==> src/rtl/mac_psum_accumulator.sv <==
// rtl/mac_psum_accumulator.sv - partial-sum accumulation loop and requantizer behind the 8x8 MAC stage
// Optional feature: define PSUM_ROUND_EN for round-half-up requantization (default truncates).
module mac_psum_accumulator #(
  parameter int width    = 8,
  parameter int accwidth = 32,
  parameter int lenwidth = 16,
  parameter int shwidth  = 5
) (
  input  logic                clk,
  input  logic                rst,
  input  logic                start,
  input  logic [lenwidth-1:0] cfg_len,
  input  logic [shwidth-1:0]  cfg_shift,
  output logic                busy,
  input  logic                step_valid,
  output logic                step_ready,
  input  logic [accwidth-1:0] psum_from_mac,
  output logic [accwidth-1:0] psum_to_mac,
  output logic                out_valid,
  input  logic                out_ready,
  output logic [width-1:0]    out_data,
  output logic                out_ovf
);

  typedef enum logic [1:0] {IDLE, ACC, OUT} state_t;

  localparam logic [lenwidth-1:0] one_len  = 1;
  localparam logic [shwidth-1:0]  one_sh   = 1;
  localparam logic [accwidth:0]   one_wide = 1;

  state_t              state, state_next;
  logic [accwidth-1:0] acc;
  logic [lenwidth-1:0] cnt, len;
  logic [shwidth-1:0]  shift;
  logic                ovf;

  logic                last_step, ovf_next;
  logic [accwidth:0]   round_add, shifted;
  logic [width-1:0]    result;

  assign busy        = (state != IDLE);
  assign step_ready  = (state == ACC);
  assign out_valid   = (state == OUT);
  assign psum_to_mac = acc;

  // Product terms are non-negative, so a smaller new sum means the accumulator wrapped.
  assign last_step = (cnt == len - one_len);
  assign ovf_next  = ovf | (psum_from_mac < acc);

  // Requantize in accwidth+1 bits so the rounding carry is not lost.
  always_comb begin
    round_add = '0;
    shifted   = '0;
`ifdef PSUM_ROUND_EN
    if (shift != '0)
      round_add = one_wide << (shift - one_sh);
`endif
    if (32'(shift) >= accwidth) begin
`ifdef PSUM_ROUND_EN
      shifted = {{accwidth{1'b0}}, psum_from_mac[accwidth-1]};
`endif
    end else begin
      shifted = ({1'b0, psum_from_mac} + round_add) >> shift;
    end
    if (ovf_next || (|shifted[accwidth:width]))
      result = '1;
    else
      result = shifted[width-1:0];
  end

  always_ff @(posedge clk) begin
    if (rst)
      state <= IDLE;
    else
      state <= state_next;
  end

  always_comb begin
    state_next = state;
    unique case (state)
      IDLE:    if (start) state_next = (cfg_len != '0) ? ACC : OUT;
      ACC:     if (step_valid && last_step) state_next = OUT;
      OUT:     if (out_ready) state_next = IDLE;
      default: state_next = IDLE;
    endcase
  end

  always_ff @(posedge clk) begin
    if (rst) begin
      acc      <= '0;
      cnt      <= '0;
      len      <= '0;
      shift    <= '0;
      ovf      <= 1'b0;
      out_data <= '0;
      out_ovf  <= 1'b0;
    end else begin
      unique case (state)
        IDLE: if (start) begin
          len      <= cfg_len;
          shift    <= cfg_shift;
          acc      <= '0;
          cnt      <= '0;
          ovf      <= 1'b0;
          out_data <= '0;
          out_ovf  <= 1'b0;
        end
        ACC: if (step_valid) begin
          acc <= psum_from_mac;
          cnt <= cnt + one_len;
          ovf <= ovf_next;
          if (last_step) begin
            out_data <= result;
            out_ovf  <= ovf_next;
          end
        end
        default: ;
      endcase
    end
  end

endmodule

==> config.mk <==
export PLATFORM = sky130hd
export DESIGN_NAME = mac_psum_accumulator
export DESIGN_NICKNAME = d
export VERILOG_FILES = /design/src/rtl/mac_psum_accumulator.sv
export SDC_FILE = /design/constraint.sdc
export NUM_CORES = 1
export LEC_CHECK = 0
export BUFFER_PORTS_ARGS = -buffer_cell sky130_fd_sc_hd__buf_4
export CAP_MARGIN = 30
export CORE_ASPECT_RATIO = 1.75
export CORE_MARGIN = 5
export CORE_UTILIZATION = 55
export CTS_BUF_LIST = sky130_fd_sc_hd__clkbuf_4 sky130_fd_sc_hd__clkbuf_8 sky130_fd_sc_hd__clkbuf_16
export CTS_CLUSTER_DIAMETER = 120
export DETAILED_ROUTE_END_ITERATION = 10
export GPL_ROUTABILITY_DRIVEN = 0
export PLACE_DENSITY = 0.84
export SYNTH_ARGS = -nofsm -noshare
export SYNTH_HDL_FRONTEND = slang
export SYNTH_SLANG_ARGS = --single-unit
==> constraint.sdc <==
create_clock -name clk -period 2.9 [get_ports clk]
set_input_delay 0.29 -clock clk [delete_from_list [all_inputs] [get_ports clk]]
set_output_delay 0.29 -clock clk [all_outputs]
set_load 0.05 [all_outputs]
==> impl_metrics.toml <==
[finish]
antenna_cells = 0
final_common_cell = "buf_4"
fin_nets = 911
fill_cells = 853
layout-drive-gt1-share_pct = 25.97
areaGrowthSynthToFinish_pct = 20.22
final_cell_mix = "buf_4 (129), nand2_1 (96), a21oi_1 (78), dfxtp_1 (78), nand3_1 (47)"
final_cell_area_um2 = 7410

[timing]
finalHoldViolCount = 0
max_freq_mhz = 351.2
setup_viol = 0
skew_ns = 0.009946
post-route-period-util_pct = 98.19
slew_headroom_pct = 43.51
holdWs_ns = 0.2014
fin_crit_ns = 2.847
tightestPinTransition_ns = 0.8363
fin_setup_tns_ns = 0
slew_violations = 0

[critical_path]
cpMostUsedCell = "buf_4"
path_class = "reg -> reg"
cp.required_ns = 3.14
worstPathCellList = "buf_4, mux4_1, mux2_2, o21ai_0, nand4_1, a211oi_4, buf_4, o211ai_1, a22o_1"
worst_path_dominant_cell_family = "multiplexers"
path_max_fanout = 8
critPathArrivalTime_ns = 3.09
critPathBufInv = 2
worst_setup_path_end_kind = "flop"
startpoint_type = "flop"
cpPeakStageDelay_ns = 0.60
crit_path_top_delay_cell = "mux4_1"

[yosys]
yosysSeqAreaShare_pct = 26.31
synth_area_per_cell_um2 = 8.466
synthDistinctLibCells = 70
synth_edf_count = 0
synthesis.area_um2 = 6163
async_flop_share_pct = 0
syn_nets = 819
ys_seq_elements = 81
yosysWarningCount = 0
postSynthCellCount = 728
ys.flop_type = "dfxtp_1"

[floorplanning]
die_width_um = 90.02
floorplan.initialDensity_pct = 55.83
dieArea_um2 = 13510
row_count = 51
io_pins = 102
dieHeight_um = 150.0
core_area_um2 = 11040

[route]
drc = 0
drt_pass1_iterations = 6
drt_iter0_drc = 486
routed_wl_um = 18790
num_vias = 6209
wire_per_inst_um = 19.65
ant_nets = 0
avgViaCountPerCell = 6.495

[global_route]
grt.overflow.total = 0
grt_max_degree = 61
antenna_found_initial = 0
track_usage_pct = 26.89
grt_pass1_vias = 6162
grt_pass1_wl_um = 29430

[power_and_ir_drop]
vdd_ir_drop_max_mv = 0.3660
p_leak_nw = 2.792
cellPowerDensity_nw_per_um2 = 442.3
total_power_mw = 3.277

[clocking]
numCtsBuffers = 9
cts.sink_count = 81
cts.clk_slew.worst_paths_ns = 0.07
htreeDepth = 3
worstSkewPairLatency_ns = 0.35
clockBufferDepth = 2
cts_tree = "done"
root_buffer = "clkbuf_16"
hold_buffers = 0

[placed_design]
place_hpwl_um = 14190
placed_area_um2 = 7051
numPortBuffers = 101

[run_status]
status = "complete, no violations"

[min_path]
min_path_type = "in -> reg"

[flow_run]
cap_violations = 0
## synth_stat cells (all sizes together) (4+ instances only)
cell type  instances  area, um2
nor2              41      153.9
nor4               9      62.56
a22o               8      70.07
nand4             12      75.07
and2               4      25.02
nand2             96      360.4
and3               4      25.02
nand2b             5      31.28
a211oi             7      65.06
o211ai             9      67.56
clkbuf            31      128.9
inv               46      172.7
ha                33      412.9
mux2i              9      90.09
a21oi             80      404.1
nand3             47      235.2
buf               18      116.4
nor2b              4      25.02
xor2              13      113.9
nor3              11      55.05
mux2              24      274.0
o22ai              7      43.79
dfxtp             81       1622
or3                4      25.02
o21ai             16      83.83
mux4              33      784.5
xnor2             21      183.9
## per-stage QoR
step           std cells  setup slack, ns  util (%)
2_1_floorplan        728           0.3270         -
3_5_place_dp         938        -0.008515     63.87
3_3_place_gp         938          0.09352     63.87
4_1_cts              954          0.02170     66.66
6_report             956          0.05256     67.12
5_1_grt              956         -0.01085     67.12
## worst paths after layout
kind,slack [ns],startpoint,cells past startpoint,to
worst max-delay path,0.05,shift[1]$_SDFFE_PP0P_,9,out_data[0]$_SDFFE_PP0P_
worst min-delay path,0.20,cfg_shift[0],3,shift[0]$_SDFFE_PP0P_
worst max register to register,0.05,shift[1]$_SDFFE_PP0P_,9,out_data[0]$_SDFFE_PP0P_
worst min register to register,0.47,len[15]$_SDFFE_PP0P_,2,len[15]$_SDFFE_PP0P_
## logic make-up (layout without fill, tap and decap cells)
kind of cell	after synthesis	in the layout	synth area share (%)
XOR/XNOR	34	34	4.832
AND/OR/NAND/NOR	257	257	20.04
buffers and inverters	95	191	6.780
flip-flops	81	81	26.31
AO/OA/AOI/OAI	162	162	16.71
adder cells (fa/ha/maj)	33	33	6.699
multiplexers	66	66	18.64
## repair_timing
action	4_1_cts	5_1_grt
pin swaps	1	2
gates resized for setup	0	8
endpoints found under the setup margin	5	8
setup buffers	1	2
## flip-flops by register name (all words and copies together) (netlist names)
signal,flops
ovf,1
cnt,16
out_data,8
psum_to_mac,32
shift,5
state,2
len,16
out_ovf,1
## tightest hold or removal path: stages
cell     delay [ns]
buf_4          0.11
nand2_1        0.05
a21oi_1        0.05
## report_power, final
group	internal [mW]	switching (mW)	total, mW
Sequential	1.15	0.0559	1.20
Clock	0.697	0.473	1.17
Combinational	0.395	0.509	0.904
## layer usage
metal,vias to the layer above,share of wire [%],GRT usage [%]
met3,85,7.0,4.326
met5,-,0,0
met2,324,54,50.51
met4,0,6.2,18.70
li1,2854,-,-
met1,2946,33,26.42
## area by class of cell
class                      instances  area [um2]  area share (%)
multi-input combinational        552        4153           56.05
tap                              132       165.2           2.229
clock inverter                     4       53.80          0.7261
timing repair buffer             130       988.4           13.34
inverter                          46       172.7           2.330
sequential                        81        1630           22.00
clock buffer                      11       246.5           3.327
Power figures use the tool's default switching activity.
